## src/rtl/inst_fetch_if.sv

```systemverilog
// Memory-side byte bus between the instruction-fetch unit and the memory arbiter.
//   memReq_out  : byte read request (fetch unit -> arbiter)
//   memAddr_out : byte address of the request
//   memGrant_in : arbiter accepts the current request this cycle
//   memData_in  : read byte, valid the cycle after a granted request
// The master modport is the fetch unit; the slave modport is the arbiter/RAM.
interface inst_fetch_if #(
    parameter int ADDR_W = 32
);
    logic              memReq_out;
    logic [ADDR_W-1:0] memAddr_out;
    logic              memGrant_in;
    logic [7:0]        memData_in;

    modport master (
        output memReq_out,
        output memAddr_out,
        input  memGrant_in,
        input  memData_in
    );

    modport slave (
        input  memReq_out,
        input  memAddr_out,
        output memGrant_in,
        output memData_in
    );
endinterface

```

## src/rtl/inst_fetch.sv

```systemverilog
// Instruction-fetch unit. Takes the PC, reads the instruction as four
// little-endian byte reads over an 8-bit memory port (1-cycle read latency),
// and hands the assembled 32-bit word to IF_ID.
//   clk_in, rst_in  : clock, synchronous active-high reset
//   rdy_in          : global ready, low freezes every register
//   stall_in[1]     : IF stage frozen (gates PC sampling and DONE exit)
//   flush_in        : jump/branch taken, abort the current fetch
//   pc_in           : PC to fetch, sampled in IDLE
//   mem_bus         : byte request/grant/data bus to the arbiter
//   stallReq_out    : high while a fetch is in flight
//   instValid_out   : inst_out/pc_out hold a complete instruction
//   inst_out, pc_out: assembled instruction and its address
module inst_fetch #(
    parameter int ADDR_W = 32,
    parameter int INST_W = 32
) (
    input  logic              clk_in,
    input  logic              rst_in,
    input  logic              rdy_in,
    input  logic [5:0]        stall_in,
    input  logic              flush_in,
    input  logic [ADDR_W-1:0] pc_in,
    inst_fetch_if.master      mem_bus,
    output logic              stallReq_out,
    output logic              instValid_out,
    output logic [INST_W-1:0] inst_out,
    output logic [ADDR_W-1:0] pc_out
);

    typedef enum logic [1:0] {IDLE, FETCH, DONE} state_t;

    state_t              state_q, state_d;
    logic [ADDR_W-1:0]   fetch_pc_q, fetch_pc_d;
    logic [2:0]          issue_cnt_q, issue_cnt_d;
    logic [1:0]          recv_cnt_q, recv_cnt_d;
    logic                pending_q, pending_d;
    logic [2:0][7:0]     lane_q, lane_d;
    logic [INST_W-1:0]   inst_q, inst_d;
    logic [ADDR_W-1:0]   pc_out_q, pc_out_d;

    logic                if_stall;
    logic                req;
    logic                stall_unused;

    assign if_stall     = stall_in[1];
    assign stall_unused = ^{stall_in[5:2], stall_in[0]};

    // Request is suppressed by a frozen pipeline or a flush in the same cycle.
    assign req = (state_q == FETCH) && (issue_cnt_q < 3'd4) && rdy_in && !flush_in;

    always_comb begin
        state_d     = state_q;
        fetch_pc_d  = fetch_pc_q;
        issue_cnt_d = issue_cnt_q;
        recv_cnt_d  = recv_cnt_q;
        pending_d   = pending_q;
        lane_d      = lane_q;
        inst_d      = inst_q;
        pc_out_d    = pc_out_q;

        if (flush_in) begin
            // Clearing pending drops the byte of an already-granted request.
            state_d     = IDLE;
            issue_cnt_d = 3'd0;
            recv_cnt_d  = 2'd0;
            pending_d   = 1'b0;
        end else if (rdy_in) begin
            case (state_q)
                IDLE: begin
                    if (!if_stall) begin
                        fetch_pc_d  = pc_in;
                        issue_cnt_d = 3'd0;
                        recv_cnt_d  = 2'd0;
                        pending_d   = 1'b0;
                        state_d     = FETCH;
                    end
                end
                FETCH: begin
                    pending_d = req && mem_bus.memGrant_in;
                    if (req && mem_bus.memGrant_in) begin
                        issue_cnt_d = issue_cnt_q + 3'd1;
                    end
                    if (pending_q) begin
                        if (recv_cnt_q == 2'd3) begin
                            // Last byte goes straight into the top lane of the output word.
                            inst_d   = {mem_bus.memData_in, lane_q};
                            pc_out_d = fetch_pc_q;
                            state_d  = DONE;
                        end else begin
                            lane_d[recv_cnt_q] = mem_bus.memData_in;
                            recv_cnt_d         = recv_cnt_q + 2'd1;
                        end
                    end
                end
                DONE: begin
                    if (!if_stall) begin
                        state_d = IDLE;
                    end
                end
                default: state_d = IDLE;
            endcase
        end
    end

    always_ff @(posedge clk_in) begin
        if (rst_in) begin
            state_q     <= IDLE;
            fetch_pc_q  <= '0;
            issue_cnt_q <= 3'd0;
            recv_cnt_q  <= 2'd0;
            pending_q   <= 1'b0;
            inst_q      <= '0;
            pc_out_q    <= '0;
        end else begin
            state_q     <= state_d;
            fetch_pc_q  <= fetch_pc_d;
            issue_cnt_q <= issue_cnt_d;
            recv_cnt_q  <= recv_cnt_d;
            pending_q   <= pending_d;
            inst_q      <= inst_d;
            pc_out_q    <= pc_out_d;
        end
        // Assembly lanes carry data only and need no reset.
        lane_q <= lane_d;
    end

    assign mem_bus.memReq_out  = req;
    assign mem_bus.memAddr_out = fetch_pc_q + ADDR_W'(issue_cnt_q);
    assign stallReq_out        = (state_q == FETCH);
    assign instValid_out       = (state_q == DONE);
    assign inst_out            = inst_q;
    assign pc_out              = pc_out_q;

endmodule

```

## src/flat_wrapper.sv

```systemverilog
// flat-port wrapper written by rule: the top's interface ports become plain ports
module inst_fetch_flat 
#(
    parameter int ADDR_W = 32,
    parameter int INST_W = 32
)
  (clk_in, rst_in, rdy_in, stall_in, flush_in, pc_in, stallReq_out, instValid_out, inst_out, pc_out, mem_bus_memReq_out, mem_bus_memAddr_out, mem_bus_memGrant_in, mem_bus_memData_in);
  inst_fetch_if #(.ADDR_W(ADDR_W)) mem_bus_i ();
  input  logic clk_in;
  input  logic rst_in;
  input  logic rdy_in;
  input  logic [5:0] stall_in;
  input  logic flush_in;
  input  logic [ADDR_W-1:0] pc_in;
  output logic stallReq_out;
  output logic instValid_out;
  output logic [INST_W-1:0] inst_out;
  output logic [ADDR_W-1:0] pc_out;
  output wire logic [$bits(mem_bus_i.memReq_out)-1:0] mem_bus_memReq_out;
  output wire logic [$bits(mem_bus_i.memAddr_out)-1:0] mem_bus_memAddr_out;
  input wire logic [$bits(mem_bus_i.memGrant_in)-1:0] mem_bus_memGrant_in;
  input wire logic [$bits(mem_bus_i.memData_in)-1:0] mem_bus_memData_in;
  assign mem_bus_memReq_out = mem_bus_i.memReq_out;
  assign mem_bus_memAddr_out = mem_bus_i.memAddr_out;
  assign mem_bus_i.memGrant_in = mem_bus_memGrant_in;
  assign mem_bus_i.memData_in = mem_bus_memData_in;
  inst_fetch #(.ADDR_W(ADDR_W), .INST_W(INST_W)) u_core (.clk_in(clk_in), .rst_in(rst_in), .rdy_in(rdy_in), .stall_in(stall_in), .flush_in(flush_in), .pc_in(pc_in), .mem_bus(mem_bus_i), .stallReq_out(stallReq_out), .instValid_out(instValid_out), .inst_out(inst_out), .pc_out(pc_out));
endmodule
```

## config.mk

```make
export PLATFORM = sky130hd
export DESIGN_NAME = inst_fetch_flat
export DESIGN_NICKNAME = d
export VERILOG_FILES = /design/src/rtl/inst_fetch_if.sv /design/src/rtl/inst_fetch.sv /design/src/flat_wrapper.sv
export SDC_FILE = /design/constraint.sdc
export NUM_CORES = 1
export LEC_CHECK = 0
export ABC_CLOCK_PERIOD_IN_PS = 2400
export CORE_MARGIN = 5
export CORE_UTILIZATION = 30
export DETAILED_ROUTE_END_ITERATION = 16
export PLACE_DENSITY = 0.55
export SETUP_SLACK_MARGIN = 0.3
export SLEW_MARGIN = 20
export SYNTH_ARGS = -nofsm -noshare
export SYNTH_HDL_FRONTEND = slang
export SYNTH_SLANG_ARGS = --single-unit
```

## constraint.sdc

```tcl
create_clock -name clk_in -period 2.4 [get_ports clk_in]
set_input_delay 0.72 -clock clk_in [delete_from_list [all_inputs] [get_ports clk_in]]
set_output_delay 0.72 -clock clk_in [all_outputs]
set_load 0.01 [all_outputs]
```

==> results of run 1 <==
[cell families (layout without fill, tap and decap cells)]
logic type / count (synthesis) / in the layout / synth area share, %
DFF: 128 / 128 / 52.84
adders and majority gates: 9 / 9 / 2.265
AOI/OAI and AO/OA: 112 / 112 / 10.92
xor gates and xnor gates: 30 / 30 / 4.954
buffers and inverters: 47 / 256 / 4.034
and+or+nand+nor: 281 / 281 / 24.98
[through the flow]
step           worst slack [ns]  total power [mW]  utilization [%]
6_report                -0.4909             5.146            48.94
2_1_floorplan            0.1437             2.383                -
3_5_place_dp            -0.5283             2.571            44.06
4_1_cts                 -0.4949             5.211            47.86
3_3_place_gp            -0.4876             2.569            44.06
5_1_grt                 -0.5794             5.349            48.94
[worst max-delay path: cells and delay by family (launching register included)]
kind	cells	cell delay (ns)
XOR/XNOR	1	0.15
buffers and inverters	3	0.33
adder cells (fa/ha/maj)	2	0.47
AO/OA/AOI/OAI	1	0.20
AND/OR/NAND/NOR	2	0.25
flip-flops	1	0.35
[what timing repair did]
item,in CTS,in global routing
buffers inserted,3,5
gates resized for setup,168,36
setup endpoints to repair,35,39
hold buffers,0,0
pin swaps,15,18
endpoints found under the hold margin,0,0
gates cloned,0,1
[power by group]
part / leakage [nW] / switching (mW) / internal, mW
Combinational: 2.02 / 0.145 / 0.151
Sequential: 1.06 / 0.0150 / 2.20
Clock: 0.302 / 1.08 / 1.55
[final cells by class]
type	count	area, um2	share of cell area [%]
clock buffer	18	450.4	5.321
clock inverter	14	156.4	1.847
inverter	10	37.54	0.4434
multi-input combinational	432	2738	32.34
sequential	128	2810	33.20
tap	225	281.5	3.325
timing repair buffer	214	1992	23.53
[synth_stat cells (3+ instances only)]
cell / count
sky130_fd_sc_hd__nand2_1: 203
sky130_fd_sc_hd__a21oi_1: 105
sky130_fd_sc_hd__dfxtp_1: 104
sky130_fd_sc_hd__xnor2_1: 26
sky130_fd_sc_hd__edfxtp_1: 24
sky130_fd_sc_hd__buf_2: 20
sky130_fd_sc_hd__clkbuf_1: 15
sky130_fd_sc_hd__nand4_1: 14
sky130_fd_sc_hd__nand3_1: 11
sky130_fd_sc_hd__inv_1: 10
sky130_fd_sc_hd__ha_1: 8
sky130_fd_sc_hd__and2_1: 7
sky130_fd_sc_hd__nor2_1: 7
sky130_fd_sc_hd__and3_1: 6
sky130_fd_sc_hd__nand2b_1: 6
sky130_fd_sc_hd__nand3_2: 5
sky130_fd_sc_hd__nand4_2: 4
sky130_fd_sc_hd__xor2_1: 4
sky130_fd_sc_hd__nor2b_1: 3
sky130_fd_sc_hd__nor3_1: 3
sky130_fd_sc_hd__o21ai_0: 3
[state kept, by name, indices dropped and copies added, names as in the netlist]
signal / flops
u_core.fetch_pc_q: 32
u_core.inst_out: 32
u_core.issue_cnt_q: 3
u_core.lane_q: 24
u_core.pc_out: 32
u_core.pending_q: 1
u_core.recv_cnt_q: 2
u_core.state_q: 2
[per-layer routing]
metal | routed length, um | vias up
met4 | 207 | 0
met1 | 7074 | 2343
met3 | 881 | 15
li1 | - | 2418
met2 | 8126 | 130
met5 | 0 | -
[final timing paths]
kind	to	slack (ns)
max	mem_bus_memAddr_out[8]	-0.49
min	u_core.pc_out[25]	0.45
max reg2reg	u_core.recv_cnt_q[0]	0.75
min reg2reg	u_core.pc_out[25]	0.45
==> metrics.csv, run 1 <==
stage,metric,value,unit
placed_design,placed wire-length estimate,11.16,mm
clock_tree,Worst-Skew Late Latency,0.42,ns
yosys,dominant synthesized flop cell,sky130_fd_sc_hd__dfxtp_1,
critical_path,Reg-to-Reg Start,u_core.recv_cnt_q[0],
yosys,share of flip-flops with an asynchronous set or reset after synthesis,0,%
yosys,yosys warns,0,
sta,number of pins with negative max-slew slack in the final report,0,
sta,Min Hold Slack,0.4518,ns
drt,post-detailed-route count of antenna-violating nets,0,
placed_design,number of port buffers,144,
clock_tree,clk slew on worst S/H paths,0.07,ns
yosys,gate count of the mapped netlist,607,
grt,via count of the first global-routing pass,5019,
critical_path,Worst setup SP type,flip-flop,
critical_path,cell with the largest stage delay on the worst path,sky130_fd_sc_hd__dfxtp_2,
final_layout,"top library cells by usage in the layout, fill and taps aside","sky130_fd_sc_hd__nand2_1 (199), sky130_fd_sc_hd__a21oi_1 (103), sky130_fd_sc_hd__clkdlybuf4s50_1 (101)",
sta,highest clock rate,345.9,MHz
yosys,top post-synthesis cells by area,"sky130_fd_sc_hd__dfxtp_1 (39%), sky130_fd_sc_hd__nand2_1 (14%), sky130_fd_sc_hd__edfxtp_1 (14%)",
yosys,average cell area after synthesis,8.738,um2
grt,met2 Resource Use GR,27.30,%
critical_path,Critical Path Max Stage Delay,0.35,ns
sta,setup repair after global routing missed its margin,true,
worst_hold_path,number of instances on the worst hold path,2,
status,violated checks,negative setup slack,
status,run status,finished with violations,
grt,GR met3 Demand/Resource,4.488,%
pwr,Peak VDD IR,553.8,uV
critical_path,Critical Path Start,u_core.fetch_pc_q[0],
yosys,sequential element share of the synthesized area,52.84,%
final_layout,"most common cell after layout, fill and taps aside",sky130_fd_sc_hd__nand2_1,
yosys,count of unique library cells instantiated by Yosys,40,
worst_hold_path,Min-Delay Startpoint,u_core.pc_out[25],
drt,Total Wirelength,16.29,mm
clock_tree,Clock Path Buffers,2,
job,max capacitance violation total,0,
final_layout,area overhead of the layout relative to synthesis,59.61,%
drt,routed wire length per instance,15.65,um
final_layout,Layout Cells excl Fill,1041,
sta,final worst-path setup slack,-0.4909,ns
final_layout,fraction of final layout cells with drive strength greater than 1,26.10,%
yosys,Syn Nets,667,
drt,Avg Vias per Cell,4.713,
critical_path,kind of end point of the critical path,output pin,
critical_path,category of the critical setup timing path,flip-flop to output pin,
placed_design,number of cells in the design after placement,1000,
sta,count of final hold-check violations,0,
grt,wire length of the first global-routing pass,25.85,mm
clock_tree,CTS tree,yes,
sta,Period minus WS final,2.891,ns
clock_tree,root buffer selected by CTS,sky130_fd_sc_hd__clkbuf_16,
die,number of standard-cell rows in the floorplan,48,
yosys,portion of synthesized cell area occupied by the leading cell type,39.25,%
grt,maximum number of pins on one net before global-route repair,63,
grt,met1 track demand over resource in global routing,19.80,%
clock_tree,H-tree levels,4,
yosys,Synth area leader,sky130_fd_sc_hd__dfxtp_1,
clock_tree,clock net sink count,128,
yosys,Mapped Area,0.005304,mm2
die,standard cell core area,0.01730,mm2
die,Total Die Area,0.02044,mm2
sta,Least-Margin Pin Slew,0.4654,ns
yosys,"EDFF count, synth",24,
sta,total setup violations reported at the end of the flow,30,
die,floorplan die width,143.0,um
drt,DRC,0,
grt,number of antenna violations at the first check in global routing,0,
pwr,standby leakage power,3.377,nW
grt,GRT Residual Overflow,0,
critical_path,FF-to-FF path depth,5,
critical_path,CP arrival,2.17,ns
grt,global-route total usage across every layer,16.08,%
sta,worst setup skew after layout,0.01875,ns
die,number of top-level pins,150,
placed_design,final weighted congestion of routability-driven global placement,0.8275,
pwr,power density relative to cell area,607.8,mW/mm2
sta,part of the cycle the worst path needs,120.5,%
placed_design,placed cell area,0.007621,mm2
drt,vias after detailed routing,4906,
worst_hold_path,Min-Delay Path Class,flip-flop to flip-flop,
die,initial cell density of the core,30.66,%
final_layout,fin area,0.008466,mm2
critical_path,cell-by-cell trace of the critical path,ha_4 -> inv_2 -> fa_2 -> nand2b_4 -> a21oi_4 -> buf_4 -> nand2_2 -> xnor2_2 -> buf_2,
grt,most used routing layer,met2,
drt,DRT iter0 DRCs,179,
critical_path,required time of the critical path,1.68,ns
drt,first-pass detailed-route iteration total,5,
final_layout,number of fill cells,1607,
yosys,number of synthesized register bits,128,
die,vertical die dimension,143.0,um
sta,setup TNS,-9.143,ns
critical_path,critical path peak fanout,3,
final_layout,Antenna diodes,0,
clock_tree,CTS Buf Count,17,
sta,relative slew slack,68.74,%
final_layout,final net count,863,
(Power assumes the default switching activity.)
==> inputs of run 2 (changes only) <==
--- a/config.mk
+++ b/config.mk
@@ -6,7 +6,7 @@
 export NUM_CORES = 1
 export LEC_CHECK = 0
 export ABC_CLOCK_PERIOD_IN_PS = 2400
-export CORE_MARGIN = 5
+export CORE_MARGIN = 8
 export CORE_UTILIZATION = 30
 export DETAILED_ROUTE_END_ITERATION = 16
 export PLACE_DENSITY = 0.55
==> metrics.csv, run 2 (synthesized netlist as in run 1, its figures left out) <==
stage,metric,value,unit,change
worst_hold_path,number of instances on the worst hold path,2,,unchanged
clock_tree,CTS tree,yes,,
pwr,power density relative to cell area,607.0,mW/mm2,-0.13%
sta,Min Hold Slack,0.4528,ns,+0.001042 ns
critical_path,category of the critical setup timing path,flip-flop to output pin,,
sta,setup TNS,-9.394,ns,-0.2515 ns
drt,post-detailed-route count of antenna-violating nets,0,,unchanged
sta,highest clock rate,349.0,MHz,+0.89%
sta,Period minus WS final,2.865,ns,-0.02544 ns
placed_design,number of port buffers,144,,unchanged
critical_path,required time of the critical path,1.68,ns,about the same
worst_hold_path,Min-Delay Path Class,flip-flop to flip-flop,,
drt,Total Wirelength,16.30,mm,about the same
status,run status,finished with violations,,
critical_path,register-to-register setup slack,0.65,ns,-0.10 ns
drt,routed wire length per instance,15.64,um,about the same
die,vertical die dimension,149.0,um,+4.2%
sta,relative slew slack,69.72,%,+0.98 points
sta,final worst-path setup slack,-0.4655,ns,+0.02544 ns
pwr,standby leakage power,3.287,nW,-2.7%
grt,global-route total usage across every layer,14.79,%,-1.3 points
clock_tree,clk slew on worst S/H paths,0.06,ns,about the same
status,violated checks,negative setup slack,,
clock_tree,CTS Buf Count,17,,unchanged
placed_design,worst-case setup slack after placement,-0.5371,ns,-0.008799 ns
placed_design,placed wire-length estimate,11.75,mm,+5.3%
final_layout,Antenna diodes,0,,unchanged
job,max capacitance violation total,0,,unchanged
drt,Avg Vias per Cell,4.641,,-1.5%
sta,total setup violations reported at the end of the flow,30,,unchanged
clock_tree,Clock Path Buffers,2,,unchanged
final_layout,final net count,864,,+0.12%
drt,first-pass detailed-route iteration total,4,,-1
final_layout,fin area,0.008303,mm2,-1.9%
sta,worst setup skew after layout,0.009508,ns,-0.009241 ns
critical_path,Reg-to-Reg Start,u_core.state_q[1],,
clock_tree,clock net sink count,128,,unchanged
pwr,total power of the final layout,5.040,mW,-2.1%
die,floorplan die width,149.0,um,+4.2%
final_layout,"most common cell after layout, fill and taps aside",sky130_fd_sc_hd__nand2_1,,
clock_tree,root buffer selected by CTS,sky130_fd_sc_hd__clkbuf_16,,
sta,setup repair after global routing missed its margin,true,,
drt,vias after detailed routing,4836,,-1.4%
placed_design,placed cell area,0.007621,mm2,unchanged
final_layout,area overhead of the layout relative to synthesis,56.55,%,
critical_path,kind of end point of the critical path,output pin,,
clock_tree,Worst-Skew Late Latency,0.42,ns,about the same
sta,Least-Margin Pin Slew,0.4533,ns,-0.01207 ns
final_layout,number of fill cells,1624,,+1.1%
final_layout,flip-flop and latch area,0.002811,mm2,about the same
die,Total Die Area,0.02219,mm2,+8.6%
drt,DRT iter0 DRCs,171,,-4.5%
placed_design,final weighted congestion of routability-driven global placement,0.8175,,-1.2%
final_layout,"top library cells by usage in the layout, fill and taps aside","sky130_fd_sc_hd__nand2_1 (200), sky130_fd_sc_hd__a21oi_1 (103), sky130_fd_sc_hd__clkdlybuf4s50_1 (101)",,
grt,via count of the first global-routing pass,4968,,-1.0%
drt,DRC,0,,unchanged
critical_path,worst reg2reg path endpoint,u_core.lane_q[9],,
sta,count of final hold-check violations,0,,unchanged
clock_tree,H-tree levels,4,,unchanged
sta,part of the cycle the worst path needs,119.4,%,-1.1 points
grt,number of antenna violations at the first check in global routing,0,,unchanged
die,standard cell core area,0.01730,mm2,unchanged
final_layout,area occupied by multi-input gates,0.002610,mm2,-4.7%
grt,maximum number of pins on one net before global-route repair,68,,+7.9%
critical_path,Worst setup SP type,flip-flop,,
die,initial cell density of the core,30.66,%,unchanged
pwr,Peak VDD IR,488.7,uV,-12%
critical_path,Worst Setup EP,mem_bus_memAddr_out[12],,
critical_path,Critical Path Start,u_core.issue_cnt_q[0],,
critical_path,critical path peak fanout,3,,unchanged
critical_path,FF-to-FF path depth,6,,+1
grt,GRT Residual Overflow,0,,unchanged
sta,number of pins with negative max-slew slack in the final report,0,,unchanged
final_layout,fraction of final layout cells with drive strength greater than 1,25.21,%,-0.89 points
grt,wire length of the first global-routing pass,25.94,mm,+0.35%
critical_path,CP arrival,2.15,ns,-0.02 ns
die,number of standard-cell rows in the floorplan,48,,unchanged
die,number of top-level pins,150,,unchanged
## run 2: through the flow
| stage | instances | utilization, % |
|---|---|---|
| after global routing | 1042 | 48.00 |
| after CTS | 1038 | 47.69 |
| after floorplan | 607 | - |
| after detailed placement | 1000 | 44.06 |
| final | 1042 | 48.00 |
| after global placement | 1000 | 44.06 |
## run 2: repair_timing
item                       in CTS  in global routing
setup endpoints to repair      35                 38
hold buffers                    0                  0
gates resized for setup       169                 14
pin swaps                      17                 13
buffers inserted                6                  4
## run 2: cell type report
type	instances	area share (%)
clock buffers	19	5.335
clock inverters	13	1.673
inverters	10	0.4521
multi-input cells	432	31.43
flip-flops and latches	128	33.86
well taps	225	3.391
repair buffers	215	23.85
## run 2: power by group
part	switching, mW	total [mW]	internal (mW)
Clock	0.971	2.52	1.55
Sequential	0.0144	2.22	2.21
Combinational	0.144	0.294	0.150
## run 2: metal layers
layer	vias up	GRT usage, %	share of wire, %
li1	2420	-	-
met1	2274	17.24	44
met3	18	5.036	6.1
met2	124	25.09	48
met5	-	0	0
met4	0	4.644	1.5
## run 2: worst max-delay path, stage by stage, from the launching register on
cell,delay [ns]
sky130_fd_sc_hd__dfxtp_2,0.35
sky130_fd_sc_hd__ha_4,0.14
sky130_fd_sc_hd__inv_2,0.04
sky130_fd_sc_hd__fa_2,0.35
sky130_fd_sc_hd__nand2b_4,0.19
sky130_fd_sc_hd__a21oi_4,0.17
sky130_fd_sc_hd__buf_6,0.12
sky130_fd_sc_hd__nand3_4,0.06
sky130_fd_sc_hd__xnor2_2,0.15
sky130_fd_sc_hd__buf_2,0.15
## run 2: how the worst min path moves through the flow
| stage | start | endpoint |
|---|---|---|
| detailed placement | u_core.inst_out[17] | u_core.inst_out[17] |
| global route | u_core.pc_out[25] | u_core.pc_out[25] |
| floorplan | u_core.fetch_pc_q[2] | u_core.pc_out[2] |
| global placement | u_core.inst_out[25] | u_core.inst_out[25] |
| finish | u_core.inst_out[17] | u_core.inst_out[17] |
| CTS | u_core.inst_out[17] | u_core.inst_out[17] |
==> inputs of run 3 (changes only) <==
--- a/config.mk
+++ b/config.mk
@@ -11,7 +11,7 @@
 export DETAILED_ROUTE_END_ITERATION = 16
 export PLACE_DENSITY = 0.55
 export SETUP_SLACK_MARGIN = 0.3
-export SLEW_MARGIN = 20
+export SLEW_MARGIN = 40
 export SYNTH_ARGS = -nofsm -noshare
 export SYNTH_HDL_FRONTEND = slang
 export SYNTH_SLANG_ARGS = --single-unit
==> results of run 3 <==
No change in the layout: final DEF, timing and power equal those of run 2.
